### src/rtl/cal_pkg.sv
// Shared calendar definitions for the month/year stage.
// Latency: n/a (types and constants only).
// Backpressure: n/a.
package cal_pkg;

    typedef enum logic [1:0] {
        RUN       = 2'd0,
        SET_MONTH = 2'd1,
        SET_YEAR  = 2'd2
    } state_e;

    localparam int MONTH_W      = 4;
    localparam int MONTH_MIN    = 1;
    localparam int MONTH_MAX    = 12;
    localparam int YEAR_MAX_DEF = 99;

endpackage

### src/rtl/wrap_counter.sv
// Counts MIN..MAX on inc, wraps MAX->MIN, with a parallel load.
// Latency: new count one cycle after inc/load; wrap is combinational from inc.
// Backpressure: none; inc is honoured every cycle it is high.
//
// Ports:
//   clk, clear  clock and synchronous active-high reset (count -> MIN)
//   inc         advance by one
//   load        load load_val; wins over a same-cycle inc
//   load_val    value to load (caller guarantees MIN..MAX)
//   cnt         current count
//   wrap        high in the cycle an inc takes the count MAX->MIN
module wrap_counter #(
    parameter int W   = 4,
    parameter int MIN = 1,
    parameter int MAX = 12
) (
    input  logic         clk,
    input  logic         clear,
    input  logic         inc,
    input  logic         load,
    input  logic [W-1:0] load_val,
    output logic [W-1:0] cnt,
    output logic         wrap
);

    logic [W-1:0] cnt_q;
    logic [W-1:0] cnt_d;
    logic         at_max;

    assign at_max = (cnt_q == W'(MAX));

    always_comb begin
        cnt_d = cnt_q;
        if (load) begin
            cnt_d = load_val;
        end else if (inc) begin
            cnt_d = at_max ? W'(MIN) : cnt_q + W'(1);
        end
    end

    always_ff @(posedge clk) begin
        if (clear) begin
            cnt_q <= W'(MIN);
        end else begin
            cnt_q <= cnt_d;
        end
    end

    assign cnt  = cnt_q;
    assign wrap = inc & ~load & at_max;

endmodule

### src/rtl/month_year_counter.sv
// Month (1..12) / year (0..YEAR_MAX) stage fed by the day counter's rollover pulse.
// Latency: month/year update one cycle after the advancing edge; databus is combinational.
// Backpressure: none; day_wraps arriving while being set collapse into one pending advance.
//
// Ports:
//   clk, clear       clock and synchronous active-high reset (dominates everything)
//   day_wrap         one-cycle pulse on the day counter's 30->1 rollover
//   set_req          starts the month-then-year set sequence from RUN
//   confirm, data    capture data into the field being set (out-of-range values rejected)
//   sel, enable      databus source select (0 month, 1 year) and output enable
//   month, year      current calendar values
//   databus          enable ? (sel ? year : month) : 0
//   busy             high while a set sequence is in progress
//   year_wrap        registered one-cycle pulse coinciding with year showing 0 after YEAR_MAX
module month_year_counter
    import cal_pkg::*;
#(
    parameter int YEAR_W   = 7,
    parameter int YEAR_MAX = YEAR_MAX_DEF
) (
    input  logic              clk,
    input  logic              clear,
    input  logic              day_wrap,
    input  logic              set_req,
    input  logic              confirm,
    input  logic [YEAR_W-1:0] data,
    input  logic              sel,
    input  logic              enable,
    output logic [MONTH_W-1:0] month,
    output logic [YEAR_W-1:0] year,
    output logic [YEAR_W-1:0] databus,
    output logic              busy,
    output logic              year_wrap
);

    state_e state_q;
    state_e state_d;
    logic   pending_q;
    logic   pending_d;
    logic   year_wrap_q;
    logic   year_wrap_d;

    logic   advance;
    logic   month_ld;
    logic   year_ld;
    logic   month_wrap;
    logic   year_cnt_wrap;
    logic   month_ok;
    logic   year_ok;

    // Range checks use the full data width so non-zero upper bits reject a month.
    assign month_ok = (data >= YEAR_W'(MONTH_MIN)) && (data <= YEAR_W'(MONTH_MAX));
    assign year_ok  = (data <= YEAR_W'(YEAR_MAX));

    always_comb begin
        state_d   = state_q;
        pending_d = pending_q;
        advance   = 1'b0;
        month_ld  = 1'b0;
        year_ld   = 1'b0;

        unique case (state_q)
            RUN: begin
                if (set_req) begin
                    // Entering set mode freezes counting; a same-cycle day_wrap is kept.
                    state_d   = SET_MONTH;
                    pending_d = pending_q | day_wrap;
                end else begin
                    // One advance per cycle. If a stored wrap and a fresh one coincide,
                    // apply one now and keep the flag for the next cycle.
                    advance   = day_wrap | pending_q;
                    pending_d = day_wrap & pending_q;
                end
            end
            SET_MONTH: begin
                pending_d = pending_q | day_wrap;
                if (confirm && month_ok) begin
                    month_ld = 1'b1;
                    state_d  = SET_YEAR;
                end
            end
            SET_YEAR: begin
                pending_d = pending_q | day_wrap;
                if (confirm && year_ok) begin
                    year_ld = 1'b1;
                    state_d = RUN;
                end
            end
            default: begin
                state_d = RUN;
            end
        endcase

        year_wrap_d = year_cnt_wrap;
    end

    always_ff @(posedge clk) begin
        if (clear) begin
            state_q     <= RUN;
            pending_q   <= 1'b0;
            year_wrap_q <= 1'b0;
        end else begin
            state_q     <= state_d;
            pending_q   <= pending_d;
            year_wrap_q <= year_wrap_d;
        end
    end

    wrap_counter #(
        .W   (MONTH_W),
        .MIN (MONTH_MIN),
        .MAX (MONTH_MAX)
    ) u_month (
        .clk      (clk),
        .clear    (clear),
        .inc      (advance),
        .load     (month_ld),
        .load_val (data[MONTH_W-1:0]),
        .cnt      (month),
        .wrap     (month_wrap)
    );

    wrap_counter #(
        .W   (YEAR_W),
        .MIN (0),
        .MAX (YEAR_MAX)
    ) u_year (
        .clk      (clk),
        .clear    (clear),
        .inc      (month_wrap),
        .load     (year_ld),
        .load_val (data),
        .cnt      (year),
        .wrap     (year_cnt_wrap)
    );

    assign busy      = (state_q != RUN);
    assign year_wrap = year_wrap_q;
    assign databus   = enable ? (sel ? year : YEAR_W'(month)) : '0;

endmodule

### config.mk
export PLATFORM = sky130hd
export DESIGN_NAME = month_year_counter
export DESIGN_NICKNAME = d
export VERILOG_FILES = /design/src/rtl/cal_pkg.sv /design/src/rtl/wrap_counter.sv /design/src/rtl/month_year_counter.sv
export SDC_FILE = /design/constraint.sdc
export NUM_CORES = 1
export LEC_CHECK = 0
export ABC_AREA = 1
export CAP_MARGIN = 20
export CORE_ASPECT_RATIO = 1.1
export CORE_MARGIN = 2
export CORE_UTILIZATION = 40
export CTS_BUF_LIST = sky130_fd_sc_hd__clkbuf_2
export DETAILED_ROUTE_END_ITERATION = 7
export GPL_TIMING_DRIVEN = 1
export PLACE_DENSITY = 0.84
export SYNTH_ARGS = -nofsm -noshare
export SYNTH_HDL_FRONTEND = slang
export SYNTH_HIERARCHICAL = 1
export SYNTH_SLANG_ARGS = --single-unit
### constraint.sdc
create_clock -name clk -period 1.8 [get_ports clk]
set_input_delay 0.36 -clock clk [delete_from_list [all_inputs] [get_ports clk]]
set_output_delay 0.36 -clock clk [all_outputs]
set_load 0.01 [all_outputs]
==> results of run 1 <==
## placed cells by master, fill, tap and decap left out, types with 5 or more instances in the layout
master                            instances
sky130_fd_sc_hd__buf_4                   35
sky130_fd_sc_hd__nand2_1                 29
sky130_fd_sc_hd__nor2_1                  22
sky130_fd_sc_hd__inv_1                   17
sky130_fd_sc_hd__clkdlybuf4s50_1         17
sky130_fd_sc_hd__a22oi_1                  9
sky130_fd_sc_hd__nand3_1                  8
sky130_fd_sc_hd__dlygate4sd2_1            8
sky130_fd_sc_hd__a21oi_2                  7
sky130_fd_sc_hd__dlymetal6s2s_1           7
sky130_fd_sc_hd__nand2_2                  6
sky130_fd_sc_hd__inv_2                    6
sky130_fd_sc_hd__nor2_2                   6
sky130_fd_sc_hd__a21oi_1                  6
sky130_fd_sc_hd__ha_1                     6
sky130_fd_sc_hd__dfxtp_4                  6
sky130_fd_sc_hd__o21ai_0                  5
sky130_fd_sc_hd__nor2_4                   5
sky130_fd_sc_hd__dfxtp_2                  5
## layer usage
metal  vias to the layer above  share of wire, %  GRT usage [%]
met1                       648                42          25.90
li1                        685                 -              -
met2                        48                51          32.70
met4                         0               1.7          8.571
met5                         -                 0              0
met3                         6               6.0          3.535
## area by class of cell
cell class / count / area (um^2) / area share, %
Sequential cell: 15 / 329.1 / 17.67
Tap cell: 33 / 41.29 / 2.218
Clock inverter: 1 / 5.005 / 0.2688
Timing Repair Buffer: 69 / 606.8 / 32.59
Clock buffer: 3 / 15.01 / 0.8064
Multi-Input combinational cell: 123 / 764.5 / 41.06
Inverter: 26 / 100.1 / 5.376
## worst reg2reg max path: cells and delay by family, from the launching register on
kind	cells	cell delay [ps]
adders and majority gates	1	200
DFF	1	370
AOI/OAI and AO/OA	1	140
buffers and inverters	4	320
and+or+nand+nor	6	680
## per-stage QoR
stage,hold WS (ps),setup WS [ps]
finish,510.6,-79.08
global route,511.0,-110.6
floorplan,422.4,29.71
detailed placement,480.4,-469.0
global placement,465.5,-361.1
CTS,501.1,-3.272
## cell families after synthesis
family / share of synthesized area (%)
fa+ha+maj: 7.909
compound gates: 18.53
simple gates: 35.03
buf+inv: 9.831
flops: 27.12
xor+xnor: 1.582
## flip-flops by register name, indices dropped and copies added, names as in the netlist
name         flops
pending_q        1
state_q          2
u_month/cnt      4
u_year/cnt       7
year_wrap        1
## worst min-delay path by stage
| stage | slack [ps] | start | depth (start not counted) | end |
|---|---|---|---|---|
| 3_5_place_dp | 480 | pending_q$_SDFFE_PP0P_ | 2 | pending_q$_SDFFE_PP0P_ |
| 5_1_grt | 510 | data[5] | 4 | u_year/cnt[5]$_SDFFE_PP0P_ |
| 3_3_place_gp | 470 | pending_q$_SDFFE_PP0P_ | 2 | pending_q$_SDFFE_PP0P_ |
| 2_1_floorplan | 420 | clear | 1 | state_q[1]$_SDFFE_PP0P_ |
| 4_1_cts | 500 | pending_q$_SDFFE_PP0P_ | 2 | pending_q$_SDFFE_PP0P_ |
| 6_report | 510 | u_month/cnt[0]$_SDFFE_PP1P_ | 1 | u_month/cnt[0]$_SDFFE_PP1P_ |
## power by group
group	internal (W)	total, W	switching, W
Clock	0.0000503	0.000170	0.000119
Combinational	0.000165	0.000311	0.000146
Sequential	0.000343	0.000358	0.0000151
## repair_timing
item                                    4_1_cts  5_1_grt
endpoints found under the setup margin       16       15
resized for setup                            25       32
pin swaps                                    13       14
buffers inserted                              7        7
==> run summary, run 1 <==
Final hold vios: 0
Initial Util: 40.97%
Drc violations: 0
Number of setup violations in the final report: 7
Worst Setup End Kind: register
Routed WL: 3367 um
Number of inserted filler cells in the final layout: 220
Count of mapped cells out of synthesis: 165
Worst Setup EP: u_year/cnt[4]$_SDFFE_PP0P_
Total negative slack: -370.3 ps
Largest fanout on the critical path: 7
Total number of H-tree levels: 1
Die width: 54.17 um
Most frequent cell after synthesis: sky130_fd_sc_hd__nand2_1
Critical-path top delay cell: sky130_fd_sc_hd__clkdlybuf4s50_1
Wire length of the first global-routing pass: 4767 um
Maximum operating frequency: 0.5322 GHz
CP Cell Sequence: clkdlybuf4s50_1 > inv_2 > nand3_1 > nor2_1 > nand2_2 > nor2_4 > nor2_2 > inv_2 > nor2_4 > buf_4 > nor2_4 > a22oi_1 > a21oi_2
Start point of the critical path: data[4]
Main synth FF type: sky130_fd_sc_hd__dfxtp_1
Logic depth of the worst path, buffers included: 13
Number of max-slew violations in the final report: 0
CP Data Required Time: 2040 ps
Power Density: 450.5 nW/um^2
Outcome: finished, violations left
Core Area: 2703 um^2
Library cell with the largest summed area after synthesis: sky130_fd_sc_hd__dfxtp_1
Final standard cell count with taps included and fillers excluded: 270
Cell Count Post-Placement: 253
Part of the cycle the worst path needs: 104.4%
Clock tree skew after final layout: 18.27 ps
Post-synthesis average cell area: 6.711 um^2
Layout area overhead: 68.14%
Placed Instance Area: 1645 um^2
Register-to-Register Path Depth: 12
Category of the critical setup timing path: input port to register
Remaining number of nets flagged by the antenna check after routing: 0
Total clock sinks: 15
TritonCTS buffer count: 3
Worst path max stage delay: 450 ps
Iteration-0 DRC count of the detailed router: 36
Global-route usage over all layers: 20.18%
Pin count of the biggest net entering global routing: 12
Most frequent cell on the critical path: sky130_fd_sc_hd__nor2_4
Worst slew margin relative to its limit: 64.74%
Number of global-route vias before repair: 1,138
Synthesis-stage register bit count: 15
Clock latency at the later pin of the worst-skew pair: 300 ps
Reg2Reg Setup Slack: 0 ps
IO buf count: 33
I/O Pins: 34
RSZ-0062 raised after global routing: true
Row count: 20
Number of antenna cells inserted: 0
Estimated wirelength of the detail-placed design: 2286 um
Async SR Flop Fraction: 0%
Minimum clock period: 1879 ps
Worst R2R End: u_year/cnt[1]$_SDFFE_PP0P_
Hold-fix buffers, CTS: 0
Top post-synthesis cells by area: sky130_fd_sc_hd__dfxtp_1 27%, sky130_fd_sc_hd__nand2_1 11%, sky130_fd_sc_hd__ha_1 7.9%
Yosys warns: 6
Final core utilization: 68.89%
Largest vdd supply drop: 0.3241 mV
Worst setup slack after layout: -79.08 ps
Weighted congestion reported at the end of routability-driven placement: 0.7943
Maximum buffer depth of the clock tree: 2
Worst Path Arrival: 2120 ps
Maximum capacitance violations: 0
Violations in the final reports: setup timing
Count of unique library cells instantiated by Yosys: 25
Netlist area before placement: 1107 um^2
Leakage power: 0.8759 nW
Synthesized Nets: 186
Share of final-layout standard cells stronger than drive strength 1: 37.55%
Die boundary height: 59.18 um
CTS tree: yes
Vias per inst: 5.137
Pin slew with the least headroom to its limit: 527.3 ps
Nets@finish: 259
Proportion of netlist area held by the largest area contributor: 27.12%
Final std cell area, no fill: 1862 um^2
Post-synth top cells: 33 x sky130_fd_sc_hd__nand2_1, 23 x sky130_fd_sc_hd__nor2_1, 22 x sky130_fd_sc_hd__inv_1
Startpoint type of the worst setup path: input port
Count of flip-flops with a built-in enable after synthesis: 0
Grt ovf: 0
Buffers & Inverters on Critical Path: 4
Sequential share of the synthesized area: 27.12%
Hold/Removal Path Class: register to register
Clk slew on worst S/H paths: 170 ps
Overall power: 0.0008388 W
Launch instance of the worst register-to-register path: state_q[1]$_SDFFE_PP0P_
Die Outline Area: 3205 um^2
Number of vias after detailed routing: 1,387
Routed len/inst: 12.47 um
Clk root buf: sky130_fd_sc_hd__clkbuf_2
Initial antenna violation count: 0
First-pass DRT Iterations: 4
Top delay family on crit path: buffers and inverters
(Power assumes the default switching activity.)
==> run 2: changes to the inputs <==
Settings changed: CORE_UTILIZATION 40 to 43, PLACE_DENSITY 0.84 to 0.88.
==> run 2 against run 1 <==
The flow still finishes with violations (setup timing). Maximum frequency barely moved. Cell count fell by 4.1%. Register-to-register slack got worse by 80 ps. Critical path type is now register to register. Critical endpoint is now u_year/cnt[0]$_SDFFE_PP0P_. Sequential power barely moved.
==> run summary, run 2 (same netlist as run 1, synthesis figures left out) <==
Outcome: finished, violations left
Violations in the final reports: setup timing
Worst slew margin relative to its limit: 56.93% (-7.8 points)
Maximum operating frequency: 0.5324 GHz (about the same)
Number of global-route vias before repair: 1,224 (+7.6%)
Wire length of the first global-routing pass: 5244 um (+10%)
Clk root buf: sky130_fd_sc_hd__clkbuf_2
Hold/Removal Path Class: input port to register
Layout area overhead: 58.98%
Maximum capacitance violations: 0 (unchanged)
Pin slew with the least headroom to its limit: 644.1 ps (+116.8 ps)
Final core utilization: 71.20% (+2.3 points)
IO buf count: 33 (unchanged)
Estimated wirelength of the detail-placed design: 2284 um (about the same)
First-pass DRT Iterations: 5 (+1)
Grt ovf: 0 (unchanged)
Core Area: 2472 um^2 (-8.5%)
Reg2Reg Setup Slack: -80 ps (-80 ps)
Worst setup slack after layout: -78.23 ps (+0.8484 ps)
I/O Pins: 34 (unchanged)
TritonCTS buffer count: 3 (unchanged)
RSZ-0062 raised after global routing: true
Iteration-0 DRC count of the detailed router: 70 (+94%)
Initial Util: 44.79% (+3.8 points)
Die Outline Area: 2997 um^2 (-6.5%)
Largest fanout on the critical path: 7 (unchanged)
Die width: 52.39 um (-3.3%)
Leakage power: 0.7688 nW (-12%)
Row count: 19 (-5.0%)
Global-route usage over all layers: 23.13% (+2.9 points)
Number of setup violations in the final report: 8 (+1)
Routed len/inst: 12.83 um (+2.9%)
Startpoint type of the worst setup path: register
Number of inserted filler cells in the final layout: 197 (-10%)
Routed WL: 3324 um (-1.3%)
Total negative slack: -488.9 ps (-118.5 ps)
Nets@finish: 250 (-3.5%)
Largest vdd supply drop: 0.3582 mV (+10%)
Worst Setup End Kind: register
Minimum clock period: 1878 ps (-0.8484 ps)
Clock latency at the later pin of the worst-skew pair: 300 ps (about the same)
Die boundary height: 57.22 um (-3.3%)
Category of the critical setup timing path: register to register
Hold-fix buffers, CTS: 0 (unchanged)
Max reg flops: 7 (unchanged)
Part of the cycle the worst path needs: 104.3% (about the same)
Power Density: 465.8 nW/um^2 (+3.4%)
CTS tree: yes
Pin count of the biggest net entering global routing: 14 (+2)
Worst Path Arrival: 2090 ps (-30 ps)
Initial antenna violation count: 0 (unchanged)
Weighted congestion reported at the end of routability-driven placement: 0.8586 (+8.1%)
Number of vias after detailed routing: 1,359 (-2.0%)
Clock tree skew after final layout: 11.90 ps (-6.370 ps)
Remaining number of nets flagged by the antenna check after routing: 0 (unchanged)
Vias per inst: 5.247 (+2.1%)
Number of max-slew violations in the final report: 0 (unchanged)
Total number of H-tree levels: 1 (unchanged)
Clk slew on worst S/H paths: 160 ps (about the same)
Drc violations: 0 (unchanged)
Number of antenna cells inserted: 0 (unchanged)
Total clock sinks: 15 (unchanged)
Final hold vios: 0 (unchanged)
Share of final-layout standard cells stronger than drive strength 1: 34.21% (-3.3 points)
Most used cells in the layout excluding fill and tap cells: 31 x sky130_fd_sc_hd__nand2_1, 26 x sky130_fd_sc_hd__buf_4, 22 x sky130_fd_sc_hd__nor2_1
CP Data Required Time: 2020 ps (-20 ps)
Maximum buffer depth of the clock tree: 2 (unchanged)
Commonest non-fill, non-tap cell in the layout: sky130_fd_sc_hd__nand2_1
-- run 2: area by class of cell --
cell class / instances / area [um^2] / area share, %
multi-input cells: 123 / 763.2 / 43.35
inverters: 26 / 100.1 / 5.686
well taps: 31 / 38.79 / 2.203
clock buffers: 4 / 20.02 / 1.137
repair buffers: 60 / 521.8 / 29.64
flip-flops and latches: 15 / 316.6 / 17.98
-- run 2: report_power, final --
part	switching, W	internal, W	leakage (nW)	total, W
clock network	0.000116	0.0000589	0.0166	0.000175
registers	0.0000143	0.000345	0.127	0.000359
logic	0.000143	0.000143	0.626	0.000286
-- run 2: path summary, 6_finish.rpt --
kind	start	endpoint	cells after the start
hold / removal	data[4]	u_year/cnt[4]$_SDFFE_PP0P_	3
hold reg to reg	pending_q$_SDFFE_PP0P_	pending_q$_SDFFE_PP0P_	2
setup / recovery	state_q[1]$_SDFFE_PP0P_	u_year/cnt[0]$_SDFFE_PP0P_	12
setup reg to reg	state_q[1]$_SDFFE_PP0P_	u_year/cnt[0]$_SDFFE_PP0P_	12
-- run 2: repair_timing --
item	CTS	global route
setup endpoints to repair	16	13
pin swaps	7	14
hold endpoints to repair	0	0
buffers inserted	2	2
gates resized for setup	26	25
-- run 2: worst max-delay path: stages (launching register included) --
cell and delay (ps):
sky130_fd_sc_hd__dfxtp_2 360, sky130_fd_sc_hd__inv_2 70, sky130_fd_sc_hd__ha_4 150, sky130_fd_sc_hd__inv_4 40
sky130_fd_sc_hd__nor3_4 200, sky130_fd_sc_hd__inv_1 80, sky130_fd_sc_hd__nor2_2 140, sky130_fd_sc_hd__inv_2 70
sky130_fd_sc_hd__nor2_4 130, sky130_fd_sc_hd__nand2_2 100, sky130_fd_sc_hd__nor2_4 230, sky130_fd_sc_hd__nand2_1 90
sky130_fd_sc_hd__a21oi_1 130
-- run 2: per-layer routing --
layer / wire (um) / GRT usage [%]
met3: 219 / 3.403
met1: 1305 / 29.06
met2: 1707 / 38.39
met4: 92 / 10.62
met5: 0 / 0
-- run 2: through the flow --
stage / hold WS (ps) / worst slack, ps / power [W] / cell area (um^2) / std cells
6_report: 457.2 / -78.23 / 0.0008200 / 1760 / 259
5_1_grt: 476.5 / -220.7 / 0.0008772 / 1760 / 259
4_1_cts: 490.5 / -7.824 / 0.0007868 / 1694 / 257
3_5_place_dp: 469.8 / -440.6 / 0.0006154 / 1643 / 251
3_3_place_gp: 471.4 / -354.1 / 0.0006109 / 1643 / 251
2_1_floorplan: 422.4 / 29.71 / 0.0004739 / 1112 / 165
==> run 3: changes to the inputs <==
Settings changed: CAP_MARGIN 20 to default.
Clock period 1.8 ns to 1.5 ns, I/O delays scaled along.
==> run 3 against run 2 <==
The flow still finishes with violations (setup timing). Combinational power up 30%. Sequential power rose by 19%. Non-clock buffer count rose by 12. Routed wire length up 3.2%. Die area unchanged. Sequential share of layout area fell by 0.89 points. Via count down 1.3%. Sequential cell count stayed put. Design area grew 5.6%. Critical path type unchanged. Largest cell class unchanged. Highest routed layer unchanged.
==> run summary, run 3 (same netlist as run 1, synthesis figures left out) <==
Nets@finish: 262 (+4.8%)
Overall power: 0.0009931 W (+21%)
Logic gate share of total power: 37.4% (+2.5 points)
Layout area overhead: 67.91%
Register-to-Register Path Depth: 12 (unchanged)
Clk root buf: sky130_fd_sc_hd__clkbuf_2
IO buf count: 33 (unchanged)
Maximum capacitance violations: 0 (unchanged)
Worst R2R End: u_year/cnt[4]$_SDFFE_PP0P_
Number of inserted filler cells in the final layout: 196 (-0.51%)
Hold/Removal Path Class: input port to register
Worst hold path depth: 4 (+1)
Wire length of the first global-routing pass: 5168 um (-1.4%)
Core Area: 2472 um^2 (unchanged)
Worst Setup End Kind: register
Violations in the final reports: setup timing
Pin count of the biggest net entering global routing: 9 (-5)
Vias per inst: 4.948 (-5.7%)
Switching power share of the total: 32.39% (-0.97 points)
Outcome: finished, violations left
Part of the cycle the worst path needs: 114.0% (+9.6 points)
Most used cells in the layout excluding fill and tap cells: 38 x sky130_fd_sc_hd__buf_4, 31 x sky130_fd_sc_hd__nand2_1, 21 x sky130_fd_sc_hd__nor2_1, 21 x sky130_fd_sc_hd__dlygate4sd2_1, 17 x sky130_fd_sc_hd__inv_1
Clk slew on worst S/H paths: 140 ps (-20 ps)
Reg power frac: 43.0% (-0.8 points)
Leakage power: 0.9145 nW (+19%)
Worst Setup EP: u_year/cnt[4]$_SDFFE_PP0P_
Iteration-0 DRC count of the detailed router: 36 (-49%)
Remaining number of nets flagged by the antenna check after routing: 0 (unchanged)
Largest fanout on the critical path: 7 (unchanged)
CP Data Required Time: 1710 ps (-310 ps)
Die Outline Area: 2997 um^2 (unchanged)
Category of the critical setup timing path: register to register
Cell-internal power: 0.0006714 W (+23%)
Number of setup violations in the final report: 11 (+3)
Weighted congestion reported at the end of routability-driven placement: 0.8575 (-0.13%)
RSZ-0062 raised after global routing: true
Share of final-layout standard cells stronger than drive strength 1: 41.67% (+7.5 points)
CTS tree: yes
Grt ovf: 0 (unchanged)
Pin slew with the least headroom to its limit: 303.5 ps (-340.6 ps)
Clock tree skew after final layout: 5.704 ps (-6.196 ps)
Start point of the critical path: state_q[1]$_SDFFE_PP0P_
Final hold vios: 0 (unchanged)
Worst setup slack after layout: -209.4 ps (-131.2 ps)
Row count: 19 (unchanged)
Max reg flops: 7 (unchanged)
Maximum operating frequency: 0.5850 GHz (+9.9%)
Commonest non-fill, non-tap cell in the layout: sky130_fd_sc_hd__buf_4
Switching power: 0.0003217 W (+18%)
Share of power burned in the clock network: 19.5% (-1.8 points)
Initial antenna violation count: 0 (unchanged)
Worst slew margin relative to its limit: 79.69% (+23 points)
Die boundary height: 57.22 um (unchanged)
Number of max-slew violations in the final report: 0 (unchanged)
Worst Path Arrival: 1920 ps (-170 ps)
I/O Pins: 34 (unchanged)
Total clock sinks: 15 (unchanged)
Drc violations: 0 (unchanged)
Routed len/inst: 12.66 um (-1.3%)
Largest vdd supply drop: 0.5592 mV (+56%)
TritonCTS buffer count: 3 (unchanged)
First-pass DRT Iterations: 4 (-1)
Number of antenna cells inserted: 0 (unchanged)
Total number of H-tree levels: 1 (unchanged)
Die width: 52.39 um (unchanged)
Final core utilization: 75.20% (+4.0 points)
Maximum buffer depth of the clock tree: 2 (unchanged)
Minimum clock period: 1709 ps (-168.8 ps)
Number of vias after detailed routing: 1,341 (-1.3%)
Power Density: 534.2 nW/um^2 (+15%)
Clock latency at the later pin of the worst-skew pair: 270 ps (-30 ps)
Initial Util: 44.79% (unchanged)
Estimated wirelength of the detail-placed design: 2435 um (+6.6%)
Reg2Reg Setup Slack: -210 ps (-130 ps)
Hold-fix buffers, CTS: 0 (unchanged)
Launch instance of the worst register-to-register path: state_q[1]$_SDFFE_PP0P_
Routed WL: 3432 um (+3.2%)
Global-route usage over all layers: 22.52% (-0.61 points)
Startpoint type of the worst setup path: register
Number of global-route vias before repair: 1,295 (+5.8%)
run 3: area by class of cell:
cell class,count,area (um^2),share of cell area (%)
clock buffers,4,20.02,1.077
inverters,26,101.3,5.451
flip-flops and latches,15,317.8,17.09
multi-input cells,123,789.5,42.46
well taps,31,38.79,2.086
repair buffers,72,591.8,31.83
run 3: critical path: stages, from the launching register on:
cell and delay [ps]:
sky130_fd_sc_hd__dfxtp_2 350, sky130_fd_sc_hd__inv_2 70, sky130_fd_sc_hd__ha_4 150, sky130_fd_sc_hd__inv_4 40
sky130_fd_sc_hd__nor3_4 110, sky130_fd_sc_hd__inv_1 70, sky130_fd_sc_hd__nor2_2 140, sky130_fd_sc_hd__inv_2 70
sky130_fd_sc_hd__nor2_4 120, sky130_fd_sc_hd__nand2_2 80, sky130_fd_sc_hd__nor2_4 200, sky130_fd_sc_hd__nand3_2 110
sky130_fd_sc_hd__a21oi_2 140
run 3: power groups by stage:
stage | combinational, W | clock, W | sequential (W)
final | 0.000372 | 0.000194 | 0.000427
after global routing | 0.000405 | 0.000228 | 0.000430
after CTS | 0.000350 | 0.000200 | 0.000427
after detailed placement | 0.000339 | 0 | 0.000438
after global placement | 0.000331 | 0 | 0.000438
after floorplan | 0.000140 | 0 | 0.000448
run 3: through the flow:
| stage | area [um^2] | setup WS (ps) | instances | hold slack, ps | setup TNS (ps) |
|---|---|---|---|---|---|
| after global routing | 1859 | -312.1 | 271 | 468.0 | -2609 |
| after global placement | 1744 | -547.1 | 261 | 461.7 | -8726 |
| final | 1859 | -209.4 | 271 | 455.2 | -1668 |
| after detailed placement | 1744 | -596.3 | 261 | 476.3 | -9329 |
| after CTS | 1815 | -199.0 | 271 | 496.0 | -1406 |
| after floorplan | 1139 | -133.5 | 165 | 355.1 | -907.7 |
run 3: worst min-delay path by stage:
stage	startpoint	endpoint	slack [ps]
2_1_floorplan	clear	state_q[1]$_SDFFE_PP0P_	360
5_1_grt	data[5]	u_year/cnt[5]$_SDFFE_PP0P_	470
3_5_place_dp	pending_q$_SDFFE_PP0P_	pending_q$_SDFFE_PP0P_	480
6_report	data[5]	u_year/cnt[5]$_SDFFE_PP0P_	460
3_3_place_gp	pending_q$_SDFFE_PP0P_	pending_q$_SDFFE_PP0P_	460
4_1_cts	day_wrap	pending_q$_SDFFE_PP0P_	500
run 3: per-layer routing:
| metal | track usage [%] | routed length (um) | share of wire, % |
|---|---|---|---|
| met5 | 0 | 0 | 0 |
| met3 | 4.450 | 127 | 3.7 |
| met1 | 25.95 | 1433 | 42 |
| met4 | 8.791 | 35 | 1.0 |
| met2 | 40.00 | 1835 | 53 |
run 3: what timing repair did:
item                                   4_1_cts  5_1_grt
resized for setup                           48       25
setup endpoints to repair                   30       19
cloned                                       0        0
buffers inserted                             6        2
pin swaps                                   16       10
endpoints found under the hold margin        0        0
